**src/rtl/display_row_scanner.sv**
```systemverilog
// display_row_scanner: row/bit-plane sequencer for an LED matrix panel.
// For every scan row and every bit plane (MSB first) it reads one row of pixels
// from the frame buffer, shifts the selected bit of each channel into the panel
// column drivers, latches them, then enables the outputs while the paired pulse
// generator times a binary-weighted on-period.
//
// Ports:
//   clk, rst                   clock; synchronous active-high reset
//   enable                     start/continue scanning (sampled in IDLE and at frame end)
//   pulse_go / pulse_complete  handshake with the pulse generator
//   pixel_col, pixel_row       frame-buffer read address (data returns one cycle later)
//   pixel_r/g/b                frame-buffer read data
//   panel_r/g/b, panel_sclk    serial column data and shift clock
//   panel_latch, panel_oe_n    latch strobe and active-low output enable
//   panel_row                  panel row select
//   frame_done                 one-cycle strobe when the last row finishes
module display_row_scanner #(
  parameter int unsigned bitwidth = 8,
  parameter int unsigned columns  = 32,
  parameter int unsigned rows     = 16
) (
  input  logic                        clk,
  input  logic                        rst,
  input  logic                        enable,
  output logic                        pulse_go,
  input  logic                        pulse_complete,
  output logic [$clog2(columns)-1:0]  pixel_col,
  output logic [$clog2(rows)-1:0]     pixel_row,
  input  logic [bitwidth-1:0]         pixel_r,
  input  logic [bitwidth-1:0]         pixel_g,
  input  logic [bitwidth-1:0]         pixel_b,
  output logic                        panel_r,
  output logic                        panel_g,
  output logic                        panel_b,
  output logic                        panel_sclk,
  output logic                        panel_latch,
  output logic                        panel_oe_n,
  output logic [$clog2(rows)-1:0]     panel_row,
  output logic                        frame_done
);

  localparam int unsigned col_w   = $clog2(columns);
  localparam int unsigned row_w   = $clog2(rows);
  localparam int unsigned plane_w = (bitwidth > 1) ? $clog2(bitwidth) : 1;

  typedef enum logic [2:0] {
    IDLE    = 3'd0,
    SHIFT   = 3'd1,
    LATCH   = 3'd2,
    DISPLAY = 3'd3,
    NEXT    = 3'd4
  } state_t;

  state_t               state, state_d;
  logic [plane_w-1:0]   plane, plane_d;
  logic [col_w-1:0]     col, col_d;
  logic                 phase, phase_d;        // 0 = phase A, 1 = phase B

  logic                 pulse_go_d, sclk_d, latch_d, oe_n_d, frame_done_d;
  logic                 r_d, g_d, b_d;
  logic [col_w-1:0]     pixel_col_d;
  logic [row_w-1:0]     pixel_row_d, panel_row_d;

  logic [plane_w-1:0]   bit_idx;
  logic                 last_col, last_plane, last_row;

  // Plane 0 drives the pixel MSB.
  assign bit_idx    = plane_w'(bitwidth - 1) - plane;
  assign last_col   = (col == col_w'(columns - 1));
  assign last_plane = (plane == plane_w'(bitwidth - 1));
  assign last_row   = (pixel_row == row_w'(rows - 1));

  // State and output registers.
  always_ff @(posedge clk) begin
    if (rst) begin
      state       <= IDLE;
      plane       <= '0;
      col         <= '0;
      phase       <= 1'b0;
      pulse_go    <= 1'b0;
      panel_sclk  <= 1'b0;
      panel_latch <= 1'b0;
      panel_oe_n  <= 1'b1;
      frame_done  <= 1'b0;
      panel_r     <= 1'b0;
      panel_g     <= 1'b0;
      panel_b     <= 1'b0;
      pixel_col   <= '0;
      pixel_row   <= '0;
      panel_row   <= '0;
    end else begin
      state       <= state_d;
      plane       <= plane_d;
      col         <= col_d;
      phase       <= phase_d;
      pulse_go    <= pulse_go_d;
      panel_sclk  <= sclk_d;
      panel_latch <= latch_d;
      panel_oe_n  <= oe_n_d;
      frame_done  <= frame_done_d;
      panel_r     <= r_d;
      panel_g     <= g_d;
      panel_b     <= b_d;
      pixel_col   <= pixel_col_d;
      pixel_row   <= pixel_row_d;
      panel_row   <= panel_row_d;
    end
  end

  // Next-state and next-output logic.
  always_comb begin
    state_d      = state;
    plane_d      = plane;
    col_d        = col;
    phase_d      = phase;
    pulse_go_d   = pulse_go;
    sclk_d       = panel_sclk;
    latch_d      = 1'b0;
    oe_n_d       = panel_oe_n;
    frame_done_d = 1'b0;
    r_d          = panel_r;
    g_d          = panel_g;
    b_d          = panel_b;
    pixel_col_d  = pixel_col;
    pixel_row_d  = pixel_row;
    panel_row_d  = panel_row;

    unique case (state)
      IDLE: begin
        oe_n_d     = 1'b1;
        pulse_go_d = 1'b0;
        sclk_d     = 1'b0;
        if (enable) begin
          state_d     = SHIFT;
          plane_d     = '0;
          col_d       = '0;
          phase_d     = 1'b0;
          pixel_col_d = '0;
        end
      end

      SHIFT: begin
        if (!phase) begin
          // Data for col arrives now (address issued two edges ago);
          // issue the next column's address.
          r_d         = pixel_r[bit_idx];
          g_d         = pixel_g[bit_idx];
          b_d         = pixel_b[bit_idx];
          sclk_d      = 1'b0;
          pixel_col_d = last_col ? '0 : col + col_w'(1);
          phase_d     = 1'b1;
        end else begin
          sclk_d  = 1'b1;
          phase_d = 1'b0;
          if (last_col) begin
            col_d       = '0;
            state_d     = LATCH;
            latch_d     = 1'b1;
            panel_row_d = pixel_row;  // outputs are still blanked here
          end else begin
            col_d = col + col_w'(1);
          end
        end
      end

      LATCH: begin
        sclk_d     = 1'b0;
        state_d    = DISPLAY;
        pulse_go_d = 1'b1;
        oe_n_d     = 1'b0;
      end

      DISPLAY: begin
        if (pulse_complete) begin
          pulse_go_d = 1'b0;
          oe_n_d     = 1'b1;
          state_d    = NEXT;
          // Advance the read row one cycle early so the first column of the
          // next row has its full read latency before SHIFT samples it.
          if (last_plane) begin
            pixel_row_d  = last_row ? '0 : pixel_row + row_w'(1);
            frame_done_d = last_row;
          end
        end
      end

      NEXT: begin
        if (!last_plane) begin
          plane_d = plane + plane_w'(1);
          state_d = SHIFT;
        end else begin
          plane_d = '0;
          // frame_done is high exactly during the NEXT that ends a frame.
          state_d = (frame_done && !enable) ? IDLE : SHIFT;
        end
      end

      default: state_d = IDLE;
    endcase
  end

endmodule

```
**config.mk**
```make
export PLATFORM = sky130hd
export DESIGN_NAME = display_row_scanner
export DESIGN_NICKNAME = d
export VERILOG_FILES = /design/src/rtl/display_row_scanner.sv
export SDC_FILE = /design/constraint.sdc
export NUM_CORES = 1
export LEC_CHECK = 0
export ABC_AREA = 1
export BUFFER_PORTS_ARGS = -buffer_cell sky130_fd_sc_hd__buf_2
export CORE_ASPECT_RATIO = 1.1
export CORE_UTILIZATION = 35
export DETAILED_ROUTE_END_ITERATION = 10
export GPL_TIMING_DRIVEN = 1
export SETUP_SLACK_MARGIN = 0.02
export SLEW_MARGIN = 20
export SYNTH_ARGS = -nofsm -noshare
export SYNTH_HDL_FRONTEND = slang
export SYNTH_SLANG_ARGS = --single-unit
```
**constraint.sdc**
```tcl
create_clock -name clk -period 1.2 [get_ports clk]
set_input_delay 0.06 -clock clk [delete_from_list [all_inputs] [get_ports clk]]
set_output_delay 0.06 -clock clk [all_outputs]
set_load 0.05 [all_outputs]
```
# ---- Word-level counts from Yosys, hierarchy flattened
# Cells that the tools add are included.
dict set report op_classes {
  add_sub_neg 4
  magnitude_cmp 1
  eq_ne 12
  muxes 33
  bitwise 5
  reduce_logical 19
}
# cell n
set ops {}
lappend ops {{2-to-1 mux 5 bit} 4}
lappend ops {{case mux 5 bit (2 select lines)} 2}
lappend ops {{2-to-1 mux 3 bit} 6}
lappend ops {{case mux 3 bit (5 select lines)} 1}
lappend ops {{AND reduction 3 bit} 4}
lappend ops {{2-to-1 mux 1 bit} 11}
lappend ops {{!= test 2 bit (second input constant)} 5}
lappend ops {{binary-select mux 1 bit (select 3 bit)} 3}
lappend ops {{AND reduction 2 bit} 4}
lappend ops {{== test 3 x 2 -> 1 bit (second input constant)} 2}
lappend ops {{== test 3 bit (second input constant)} 2}
lappend ops {{case mux 1 bit (3 select lines)} 2}
lappend ops {{case mux 3 bit (2 select lines)} 1}
lappend ops {{nonzero test 2 bit} 3}
lappend ops {{adder 5 x 1 -> 5 bit (second input constant)} 1}
lappend ops {{== test 5 bit (second input constant)} 1}
lappend ops {{inverter 1 bit} 5}
lappend ops {{adder 4 x 1 -> 4 bit (second input constant)} 1}
lappend ops {{== test 4 bit (second input constant)} 1}
lappend ops {{less-than comparator 3 x 4 -> 1 bit (second input constant)} 1}
lappend ops {{2-to-1 mux 4 bit} 1}
lappend ops {{case mux 1 bit (2 select lines)} 2}
lappend ops {{AND reduction 4 bit} 1}
lappend ops {{OR reduction 4 bit} 1}
lappend ops {{other kinds (9)} 9}
dict set report word_totals {
  reg_bits 33
  input_bits 28
  output_inout_bits 21
  elab_cells 89
}

# ---- Longest topological paths before layout
# Gate-level depths: netlist of run 1.
dict set report logic_depth {
  depth_word 5
  ltp_mapped 9
  mapped_depth_nobuf 9
}

# ---- Worst setup path before layout of run 1
# No wires, ideal clock.
dict set report synth_path {
  path_kind {flip-flop to flip-flop}
  from {register pixel_row[1]}
  to {register pixel_row[3]}
  setup_ns 0.117
  t_arrival_ns 1.279
  required_time_ns 1.083
  slack_ns -0.197
  path_stages_with_launch 5
  path_buffers 0
  synth_period_minus_slack_ns 1.397
  path_cell_list {dfxtp_1 > ha_1 > nand3_1 > o21ai_0 > nor2_1}
}
dict set report synth_between {
  elab_chain_cells 2
  elab_cells_between_ends 3
  cone_classes {add/sub (1); eq/ne (1); mux (1)}
}
# element line_no
set synth_lines {}
lappend synth_lines {{start: declaration} 28} ;# output logic [$clog2(rows)-1:0] pixel_row,
lappend synth_lines {{start signal: assignment} 105} ;# pixel_row <= pixel_row_d;
lappend synth_lines {{adder 4 x 1 -> 4 bit or == test 4 bit (tied branches)} {181, 71}}
lappend synth_lines {{2-to-1 mux 4 bit *} 181} ;# pixel_row_d = last_row ? '0 : pixel_row + row_w'(1);
# Every way passes the cells marked *; elsewhere a longest branch is shown, timed or not.
# A chain may end at the register's enable or synchronous reset.

# ---- Final worst setup path of run 1
dict set report layout_path {
  from {register state[1]}
  to {register pixel_col[2]}
}
dict set report layout_between {
  elab_chain_cells 3
  elab_cells_between_ends 7
  cone_classes {eq/ne (3); mux (1); reduce/logical (3)}
}
# element line_no
set layout_lines {}
lappend layout_lines {{start: declaration} 54} ;# state_t state, state_d;
lappend layout_lines {{start signal: assignment} 92} ;# state <= state_d;
lappend layout_lines {{== test 3 x 1 -> 1 bit or logical NOT 3 bit (tied branches)} 128} ;# unique case (state)
lappend layout_lines {{!= test 2 bit (no line) or nonzero test 2 bit (tied branches)} --}
lappend layout_lines {{AND reduction 3 bit (no line)} --}
lappend layout_lines {{end signal: assignment} 104} ;# pixel_col <= pixel_col_d;
lappend layout_lines {{end: declaration} 27} ;# output logic [$clog2(columns)-1:0] pixel_col,
# Parallel ways exist; a longest one is shown, timed or not.

==> impl_metrics.yaml, run 1 <==
layout:
  post_route_cells_drive_above_1_share: 0.411
  syn2layout_area_growth_pct: 53.2
  n_fill_cell: 451
  multi_input_logic_area_sq_mm: 0.00113
  antenna_cells: 0
  regArea_sq_um: 681
  postLayoutCoreUtil: 0.559
  fin_nets: 375
setup_path:
  crit_fanout: 4
  endpoint_kind: "register"
  critical_path.slowest_cell: "sky130_fd_sc_hd__dfxtp_4"
  path_cells: "nor3_4 > buf_6 > buf_4 > nand4_1 > nand2_1 > inv_1 > nor2_1"
  crit-reg2reg-launch: "state[1]"
  worstPathBufferInverterCount: 3
  cp_slowest_stage_delay_ps: 370
  worst_ep_required_time_ps: 1420
  timing.critical_path.from: "state[1]"
  critical-path-top-delay-family: "simple AND/OR/NAND/NOR gates"
  critPathArrivalTime_ps: 1530
  critical_path_class: "reg2reg"
  crit_path_start_kind: "register"
logic_synthesis:
  synth_fp_nets: 291
  postSynth.topFlopCell: "sky130_fd_sc_hd__dfxtp_1"
  synth-seq-cells: 33
  synth_cell_type_count: 24
  ys_async_sr_fraction: 0
  synth.top_cell.area_share: 0.389
  synthesis.area_sq_mm: 0.00170
  yosysWarnings: 0
  synth.avg_cell_area_sq_um: 6.58
  syn_inst: 258
  synth_most_common_cell: "sky130_fd_sc_hd__nand2_1"
  most_area_consuming_cells_after_synthesis: "sky130_fd_sc_hd__dfxtp_1 (39%), sky130_fd_sc_hd__nand2_1 (13%), sky130_fd_sc_hd__nor2_1 (13%)"
  synth_edf_count: 0
  yosysSeqAreaShare: 0.389
  synth_top_area_cell: "sky130_fd_sc_hd__dfxtp_1"
  ys_top_cells_by_count: "sky130_fd_sc_hd__nand2_1 (59), sky130_fd_sc_hd__nor2_1 (58), sky130_fd_sc_hd__dfxtp_1 (33)"
floorplan:
  die-width_um: 68.4
  start_util: 0.365
  fp.coreArea_sq_mm: 0.00465
  die_h_um: 75.0
  top_level_ports: 49
  floorplan.die_area_sq_mm: 0.00513
  fp-row-count: 26
clock_network:
  cts-buffers-inserted: 5
  ctsHoldBuffers: 0
  tritoncts: "done"
  h-tree-depth: 2
  clkLatencyLatePin_ps: 280
  cts-root-buf: "sky130_fd_sc_hd__clkbuf_8"
  worst_setup_hold_path_clk_slew_ps: 70
  cts-root-to-sink-buffers: 2
  clock_sinks: 33
grt:
  grt_start_max_net_pins: 14
  antenna_found_initial: 0
  grt_pass1_wl_mm: 7.01
  vias_in_the_first_global_route: 1657
  globalRouteOverflowTotal: 0
  grt_util_all_layers: 0.183
drt:
  vias_per_instance: 4.78
  drc: 0
  drt_first_pass_iters: 4
  postRouteWirelength_mm: 4.53
  dr.first_iter.drc_count: 69
  wl_per_cell_um: 11.3
  ant_nets: 0
  detailroute.via_count: 1907
sta:
  setup_slack_ps: -110
  timing.final.setup_violations: 20
  timing_max_transition_violations_final: 0
  setup_tns_ps: -1160
  timing.final.crit_share: 1.09
  max_freq_mhz: 764
  timing_worst_slew_pin_value_ps: 364
  finalWorstPathRequiredPeriod_ps: 1310
  slew_headroom: 0.755
  hold_viol_final: 0
  rsz0062_at_grt: "true"
  fin_worst_skew_ps: 4.90
placed_design:
  dpl.hpwl_mm: 3.15
  preCtsSetupSlack_ps: -164
  portBuffers: 48
  gpl.final_weighted_congestion: 0.856
hold_path:
  tightest_hold_check_type: "in2reg"
  hold_path.startpoint: "rst"
pwr:
  vdd.ir_drop.worst_mv: 1.16
  pd_cells_mw_per_mm2: 1590
  p_leak_uw: 0.00125
outcome:
  failing_checks: "negative setup slack"
  result_of_the_run: "complete, but fails checks"
flow_run:
  maxCapViolCount: 0
==> through the flow <==
stage	total power [uW]	instances	instance area, sq um	hold WS [ps]
2_1_floorplan	2380	258	1720	129
3_3_place_gp	2860	385	2230	309
3_5_place_dp	2870	385	2230	316
4_1_cts	3990	397	2430	15.2
5_1_grt	4380	399	2600	34.2
6_report	4130	399	2600	30.1
==> report_power, final <==
part / internal (uW) / switching, uW
clock network: 518 / 407
logic: 704 / 1090
registers: 1280 / 132
==> cell families after synthesis <==
group           Yosys count  synth area share
fa+ha+maj                 5            0.0369
flops                    33             0.389
compound gates           36             0.108
simple gates            155             0.395
xor+xnor                  1           0.00516
buf+inv                  28            0.0664
==> area by class of cell <==
cell class	count	share of cell area
Clock buffer	7	0.0371
Clock inverter	1	0.00192
Inverter	22	0.0337
Multi-Input combinational cell	198	0.433
Sequential cell	33	0.262
Tap cell	56	0.0269
Timing Repair Buffer	82	0.205
==> sequential cells by signal, summed over array words and instances (netlist names) <==
signal       cells
panel_row        4
col              5
panel_latch      1
phase            1
pixel_row        4
pulse_go         1
panel_r          1
panel_g          1
panel_oe_n       1
pixel_col        5
panel_b          1
state            3
plane            3
panel_sclk       1
frame_done       1
==> path summary, 6_finish.rpt <==
check                 end  slack, ps  cells past startpoint
min reg2reg       panel_r        450                      2
max reg2reg  pixel_col[2]       -110                      7
min              pulse_go         30                      2
max          pixel_col[2]       -110                      7
==> per-layer routing <==
metal	vias to the layer above	GRT usage	wire [um]
met2	40	0.328	2220
met4	0	0.0694	108
li1	1007	-	-
met1	849	0.211	2030
met5	-	0	0
met3	11	0.0364	162
==> cells in the final DEF (no fill, tap or decap) <==
master,netlist,final
sky130_fd_sc_hd__buf_4,0,26
sky130_fd_sc_hd__buf_12,0,1
sky130_fd_sc_hd__ha_1,5,1
sky130_fd_sc_hd__nand2_2,1,2
sky130_fd_sc_hd__dfxtp_4,0,3
sky130_fd_sc_hd__nand2_1,59,55
sky130_fd_sc_hd__buf_2,0,48
sky130_fd_sc_hd__nor2_4,0,3
sky130_fd_sc_hd__nor3_4,1,2
sky130_fd_sc_hd__inv_4,0,2
sky130_fd_sc_hd__clkinv_2,0,1
sky130_fd_sc_hd__nand2_4,1,4
sky130_fd_sc_hd__buf_6,1,7
sky130_fd_sc_hd__nand2b_1,1,1
sky130_fd_sc_hd__nand3_1,22,17
sky130_fd_sc_hd__ha_4,0,4
sky130_fd_sc_hd__or2_2,1,1
sky130_fd_sc_hd__nand2_8,0,1
sky130_fd_sc_hd__clkinv_1,1,1
sky130_fd_sc_hd__xor2_1,1,1
sky130_fd_sc_hd__nand3_2,1,4
sky130_fd_sc_hd__clkbuf_8,0,7
sky130_fd_sc_hd__a21oi_1,12,10
sky130_fd_sc_hd__nor2_1,58,51
sky130_fd_sc_hd__o21ai_1,0,3
sky130_fd_sc_hd__nand3_4,0,2
sky130_fd_sc_hd__and2_1,1,1
sky130_fd_sc_hd__dfxtp_2,0,7
sky130_fd_sc_hd__o21ai_2,0,3
sky130_fd_sc_hd__nor3_2,1,2
sky130_fd_sc_hd__inv_1,21,15
sky130_fd_sc_hd__a22oi_1,1,1
sky130_fd_sc_hd__a21oi_2,0,2
sky130_fd_sc_hd__nand4_1,5,5
sky130_fd_sc_hd__inv_2,0,4
sky130_fd_sc_hd__dfxtp_1,33,23
sky130_fd_sc_hd__nor2_2,1,5
sky130_fd_sc_hd__o21ai_0,23,17
==> timing repair <==
item	in CTS	in global routing
endpoints found under the setup margin	28	30
setup buffers	3	2
gates resized for setup	25	33
gates cloned	1	0
pin swaps	5	8
No activity file was read; power rests on OpenSTA's default activity.
==> run 2: changes to the inputs <==
--- a/config.mk
+++ b/config.mk
@@ -5,12 +5,13 @@
 export SDC_FILE = /design/constraint.sdc
 export NUM_CORES = 1
 export LEC_CHECK = 0
-export ABC_AREA = 1
 export BUFFER_PORTS_ARGS = -buffer_cell sky130_fd_sc_hd__buf_2
+export CAP_MARGIN = 40
 export CORE_ASPECT_RATIO = 1.1
 export CORE_UTILIZATION = 35
 export DETAILED_ROUTE_END_ITERATION = 10
 export GPL_TIMING_DRIVEN = 1
+export PLACE_DENSITY_LB_ADDON = 0.25
 export SETUP_SLACK_MARGIN = 0.02
 export SLEW_MARGIN = 20
 export SYNTH_ARGS = -nofsm -noshare
==> run 2 against run 1 <==
Against the previous run: critical endpoint is now col[2]; critical path depth shrank 1; design area grew 10%; non-clock buffer count grew 20; fmax shrank 18%; die area shrank 0.93%; clock-buffer cell count shrank 1; worst hold slack gained 91 ps; the flow still finishes with violations (negative setup slack); flip-flop and latch count is the same; register-to-register slack lost 280 ps; worst setup slack lost 280 ps.
==> impl_metrics.yaml, run 2 <==
sta:
  setup_slack_ps: -389
  timing_max_transition_violations_final: 0
  rsz0062_at_grt: "true"
  fin_worst_skew_ps: 5.51
  hold_viol_final: 0
  slew_headroom: 0.685
  max_freq_mhz: 629
  finalWorstPathRequiredPeriod_ps: 1590
  timing.final.setup_violations: 27
  timing.final.crit_share: 1.32
  timing_worst_slew_pin_value_ps: 471
floorplan:
  start_util: 0.364
  floorplan.die_area_sq_mm: 0.00508
  die-width_um: 68.1
  die_h_um: 74.7
  top_level_ports: 49
  fp-row-count: 26
  fp.coreArea_sq_mm: 0.00462
logic_synthesis:
  synth_cell_type_count: 44
  synth-simple-area-share: 0.290
  postSynth.topFlopCell: "sky130_fd_sc_hd__dfxtp_1"
  synth.avg_cell_area_sq_um: 8.80
  synthesis.area_sq_mm: 0.00168
  synth_fp_nets: 224
  synth-seq-cells: 33
  synth_edf_count: 0
  post_synthesis_adder_cell_area_fraction: 0.0372
  yosysWarnings: 0
  ys_async_sr_fraction: 0
  synth_top_family_by_area: "simple AND/OR/NAND/NOR gates"
  synth_most_common_cell: "sky130_fd_sc_hd__dfxtp_1"
  synth.top_cell.area_share: 0.393
  yosys-mux-area-fraction: 0.0700
  synthXorXnorAreaFrac: 0.0156
  most_area_consuming_cells_after_synthesis: "sky130_fd_sc_hd__dfxtp_1 (39%), sky130_fd_sc_hd__a21oi_1 (4.5%), sky130_fd_sc_hd__nor2b_1 (4.1%)"
  synth_compound_area_frac: 0.154
  syn_inst: 191
  synth_top_area_cell: "sky130_fd_sc_hd__dfxtp_1"
  yosysSeqAreaShare: 0.393
  ys_top_cells_by_count: "sky130_fd_sc_hd__dfxtp_1 (33), sky130_fd_sc_hd__nor2_1 (18), sky130_fd_sc_hd__a21oi_1 (15), sky130_fd_sc_hd__nand2_1 (15), sky130_fd_sc_hd__nor2b_1 (11)"
layout:
  fin_nets: 321
  antenna_cells: 0
  layout_common_cells: "sky130_fd_sc_hd__buf_2 (48), sky130_fd_sc_hd__buf_4 (28), sky130_fd_sc_hd__buf_6 (24)"
  layout.cells.non_filler: 345
  top_regs: "col (5), pixel_col (5)"
  post_route_cells_drive_above_1_share: 0.606
  mostFrequentLayoutCell: "sky130_fd_sc_hd__buf_2"
  syn2layout_area_growth_pct: 70.8
  postLayoutCoreUtil: 0.621
outcome:
  failing_checks: "negative setup slack"
  result_of_the_run: "complete, but fails checks"
grt:
  grt_util_all_layers: 0.194
  grt_pass1_wl_mm: 7.38
  antenna_found_initial: 0
  grt_start_max_net_pins: 13
  globalRouteOverflowTotal: 0
  vias_in_the_first_global_route: 1652
setup_path:
  critical_path_cell_count: 6
  reg2regPathDepth: 6
  critPathArrivalTime_ps: 1810
  crit_top_cell: "sky130_fd_sc_hd__ha_4"
  crit_path_start_kind: "register"
  reg2reg_to: "col[2]"
  critical_path.slowest_cell: "sky130_fd_sc_hd__or3b_1"
  crit-reg2reg-launch: "col[1]"
  critical-path-top-delay-family: "simple AND/OR/NAND/NOR gates"
  crit_fanout: 7
  rrSetupSlack_ps: -390
  timing.critical_path.from: "col[1]"
  cp_slowest_stage_delay_ps: 370
  path_cells: "ha_4 > and3_4 > ha_4 > nand4b_1 > or3b_1 > a21oi_1"
  worstPathBufferInverterCount: 0
  end_point_of_the_critical_path: "col[2]"
  critical_path_class: "reg2reg"
  worst_ep_required_time_ps: 1420
  endpoint_kind: "register"
placed_design:
  post-place-cells: 319
  dpl.hpwl_mm: 3.09
  portBuffers: 48
  gpl.final_weighted_congestion: 0.819
drt:
  postRouteWirelength_mm: 4.69
  ant_nets: 0
  dr.first_iter.drc_count: 55
  drc: 0
  vias_per_instance: 5.12
  wl_per_cell_um: 13.6
  detailroute.via_count: 1767
  drt_first_pass_iters: 5
hold_path:
  tightest_hold_check_type: "in2reg"
clock_network:
  h-tree-depth: 2
  clock_sinks: 33
  cts-root-buf: "sky130_fd_sc_hd__clkbuf_8"
  tritoncts: "done"
  cts-root-to-sink-buffers: 2
  cts-buffers-inserted: 5
  ctsHoldBuffers: 0
  worst_setup_hold_path_clk_slew_ps: 70
  clkLatencyLatePin_ps: 280
pwr:
  finalPower_uw: 2580
  p_leak_uw: 0.00126
  vdd.ir_drop.worst_mv: 0.560
  pd_cells_mw_per_mm2: 899
flow_run:
  maxCapViolCount: 0
## run 2: cell types whose count changed after synthesis, moves of 5 or more
cell	change
sky130_fd_sc_hd__o21ai_0	-14
sky130_fd_sc_hd__nand3_1	-18
sky130_fd_sc_hd__mux2i_1	+5
sky130_fd_sc_hd__inv_1	-18
sky130_fd_sc_hd__nand2_1	-44
sky130_fd_sc_hd__nor2b_1	+11
sky130_fd_sc_hd__nor2_1	-40
sky130_fd_sc_hd__buf_2	+5
## run 2: metrics by stage
step,hold slack [ps],setup WS [ps],instance area [sq um],TNS (ps)
floorplan,133,-330,1770,-3330
global placement,391,-348,2270,-5130
detailed placement,409,-373,2270,-5440
CTS,119,-382,2690,-4830
global route,123,-448,2870,-7280
finish,121,-389,2870,-5670
## run 2: timing repair
item | 4_1_cts | 5_1_grt
resized for setup | 56 | 43
endpoints found under the setup margin | 30 | 31
hold endpoints to repair | 0 | 0
cloned | 0 | 0
pin swaps | 18 | 24
setup buffers | 18 | 7
## run 2: worst min-delay path by stage
stage,start,endpoint,slack (ps),cells after the start
floorplan,rst,state[2],130,1
global placement,rst,plane[0],390,2
detailed placement,rst,pixel_col[4],410,2
CTS,rst,plane[0],120,2
global route,rst,pixel_col[1],120,2
finish,rst,pixel_col[1],120,2
## run 2: worst reg2reg max path, cell delays in order, from the launching register on
cell and delay, ps:
sky130_fd_sc_hd__dfxtp_2 340, sky130_fd_sc_hd__ha_4 150, sky130_fd_sc_hd__and3_4 180, sky130_fd_sc_hd__ha_4 170, sky130_fd_sc_hd__nand4b_1 210, sky130_fd_sc_hd__or3b_1 370
sky130_fd_sc_hd__a21oi_1 110
## run 2: metal layers
layer  vias to the layer above  global-route usage  wire [um]
met1                       822               0.222       1980
met2                        47               0.338       2420
met4                         0              0.0718         83
met5                         -                   0          0
li1                        888                   -          -
met3                        10              0.0561        218
## run 2: cells by family after synthesis
group / after synthesis
compound gates: 41
xor+xnor: 3
fa+ha+maj: 5
buf+inv: 15
flops: 33
mux: 8
simple gates: 86
## run 2: final cells by class
cell class                 instances  area (sq um)
tap                               56          70.1
sequential                        33           687
multi-input combinational        143          1240
timing repair buffer             102           756
inverter                           3          11.3
clock buffer                       6          72.6
fill                             395          1750
clock inverter                     2          33.8
## run 2: power breakdown
group	total, uW	switching, uW	internal [uW]	leakage, uW
registers	1120	15.6	1100	0.000274
logic	427	201	226	0.000929
clock network	1030	419	613	0.0000528
==> run 3: changes to the inputs <==
--- a/config.mk
+++ b/config.mk
@@ -5,6 +5,7 @@
 export SDC_FILE = /design/constraint.sdc
 export NUM_CORES = 1
 export LEC_CHECK = 0
+export ABC_AREA = 1
 export BUFFER_PORTS_ARGS = -buffer_cell sky130_fd_sc_hd__buf_2
 export CAP_MARGIN = 40
 export CORE_ASPECT_RATIO = 1.1
@@ -13,7 +14,6 @@
 export GPL_TIMING_DRIVEN = 1
 export PLACE_DENSITY_LB_ADDON = 0.25
 export SETUP_SLACK_MARGIN = 0.02
-export SLEW_MARGIN = 20
 export SYNTH_ARGS = -nofsm -noshare
 export SYNTH_HDL_FRONTEND = slang
 export SYNTH_SLANG_ARGS = --single-unit
==> constraint.sdc (replaced) <==
create_clock -name clk -period 2 [get_ports clk]
set_input_delay 0.1 -clock clk [delete_from_list [all_inputs] [get_ports clk]]
set_output_delay 0.1 -clock clk [all_outputs]
set_load 0.05 [all_outputs]
==> run 3 against run 2 <==
Against the previous run: the flow now finishes without violations; worst setup slack improved by 850 ps; global-route usage is 2.4 points lower; first-iteration DRC count increased by 16%; wire length is 16% lower; clock skew is 1.2 ps lower; clock-buffer cell count rose by 1; final cell count increased by 6.1%; register-to-register slack improved by 850 ps; design area fell by 27%; flip-flop and latch count unchanged; die area grew 0.94%; via count down 1.3%; critical endpoint is now panel_row[2]; largest cell class unchanged; highest routed layer unchanged.
==> impl_metrics.yaml, run 3 (synthesized netlist as in run 1, its figures left out) <==
pwr:
  pd_cells_mw_per_mm2: 1000
  p_leak_uw: 0.00102
  vdd.ir_drop.worst_mv: 0.729
clock_network:
  h-tree-depth: 2
  ctsHoldBuffers: 0
  tritoncts: "done"
  cts-root-buf: "sky130_fd_sc_hd__clkbuf_8"
  clock_sinks: 33
  worst_setup_hold_path_clk_slew_ps: 70
  post_cts_resized: 0
  postCtsSetupRepairBufs: 0
  cts-root-to-sink-buffers: 2
  cts-buffers-inserted: 5
  clkLatencyLatePin_ps: 290
sta:
  timing.hold.ws_ps: 83.4
  rsz0062_at_grt: "false"
  timing_worst_slew_pin_value_ps: 502
  timing_max_transition_violations_final: 0
  hold_viol_final: 0
  finalWorstPathRequiredPeriod_ps: 1540
  setup_slack_ps: 462
  fin_worst_skew_ps: 4.27
  max_freq_mhz: 650
  timing.final.crit_share: 0.769
  slew_headroom: 0.663
  setup_tns_ps: 0
  timing.final.setup_violations: 0
hold_path:
  holdPathEnd: "frame_done"
  tightest_hold_check_type: "in2reg"
  holdPathStages: 3
  hold_path.startpoint: "pulse_complete"
setup_path:
  reg2reg_to: "panel_row[2]"
  critPathArrivalTime_ps: 1720
  rrSetupSlack_ps: 460
  critical-path-top-delay-family: "simple AND/OR/NAND/NOR gates"
  path_cells: "ha_1 > nand2_1 > nor2_1 > ha_1 > nand3_1 > o21ai_0 > nor2_1"
  crit_fanout: 6
  crit_path_start_kind: "register"
  critical_path_class: "reg2reg"
  crit-reg2reg-launch: "col[0]"
  worstPathBufferInverterCount: 0
  worst_ep_required_time_ps: 2190
  reg2regPathDepth: 7
  cp_slowest_stage_delay_ps: 390
  endpoint_kind: "register"
  critical_path.slowest_cell: "sky130_fd_sc_hd__dfxtp_1"
drt:
  ant_nets: 0
  drc: 0
  detailroute.via_count: 1744
  vias_per_instance: 4.77
  drt_first_pass_iters: 4
  dr.first_iter.drc_count: 64
  postRouteWirelength_mm: 3.93
  wl_per_cell_um: 10.7
placed_design:
  post-place-cells: 358
  gpl.final_weighted_congestion: 0.773
  portBuffers: 48
  place_area_sq_mm: 0.00199
  dpl.hpwl_mm: 2.95
  preCtsSetupSlack_ps: 458
floorplan:
  die-width_um: 68.4
  fp.coreArea_sq_mm: 0.00465
  die_h_um: 75.0
  floorplan.die_area_sq_mm: 0.00513
  top_level_ports: 49
  start_util: 0.365
  fp-row-count: 26
layout:
  layout.cells.non_filler: 366
  top_regs: "col (5), pixel_col (5)"
  n_fill_cell: 498
  layout_common_cells: "sky130_fd_sc_hd__nand2_1 (59), sky130_fd_sc_hd__nor2_1 (58), sky130_fd_sc_hd__buf_2 (48)"
  syn2layout_area_growth_pct: 23.4
  post_route_cells_drive_above_1_share: 0.210
  mostFrequentLayoutCell: "sky130_fd_sc_hd__nand2_1"
  antenna_cells: 0
  fin_nets: 342
  design_area_sq_mm: 0.00209
grt:
  antenna_found_initial: 0
  vias_in_the_first_global_route: 1517
  grt_util_all_layers: 0.170
  grt_start_max_net_pins: 20
  grt_pass1_wl_mm: 6.47
  globalRouteOverflowTotal: 0
flow_run:
  maxCapViolCount: 0
outcome:
  result_of_the_run: "complete, no violations"
## run 3: layer usage
| metal | global-route usage | routed length, um | vias up |
|---|---|---|---|
| met4 | 0.0764 | 79 | 0 |
| met5 | 0 | 0 | - |
| met1 | 0.198 | 1780 | 743 |
| met2 | 0.288 | 1780 | 57 |
| li1 | - | - | 937 |
| met3 | 0.0470 | 283 | 7 |
## run 3: worst min-delay path, delay by kind of cell
family	cells	cell delay (ps)
buffers and inverters	1	120
AND/OR/NAND/NOR	2	130
## run 3: final cells by class
class	instances	area [sq um]	area share
clock inverter	1	5.00	0.00239
timing repair buffer	50	255	0.122
sequential	33	661	0.316
inverter	22	82.6	0.0395
multi-input combinational	197	923	0.441
tap	56	70.1	0.0335
clock buffer	7	96.3	0.0460
## run 3: through the flow
step                      power, uW  utilization
after global routing           2250        0.450
after global placement         1560        0.428
after floorplan                1410            -
final                          2100        0.450
after detailed placement       1560        0.428
after CTS                      2130        0.450
## run 3: where the power goes
part | switching, uW | leakage, uW | internal, uW
Clock | 246 | 0.0000542 | 311
Sequential | 76.4 | 0.000269 | 756
Combinational | 501 | 0.000700 | 209
## run 3: how the worst max path moves through the flow
stage	cells after the start	start	to	slack [ps]
2_1_floorplan	4	pixel_row[1]	pixel_row[3]	600
3_3_place_gp	8	col[0]	panel_row[1]	490
3_5_place_dp	8	col[0]	panel_row[0]	460
4_1_cts	8	col[0]	panel_row[2]	450
5_1_grt	8	col[0]	panel_row[3]	280
6_report	7	col[0]	panel_row[2]	460
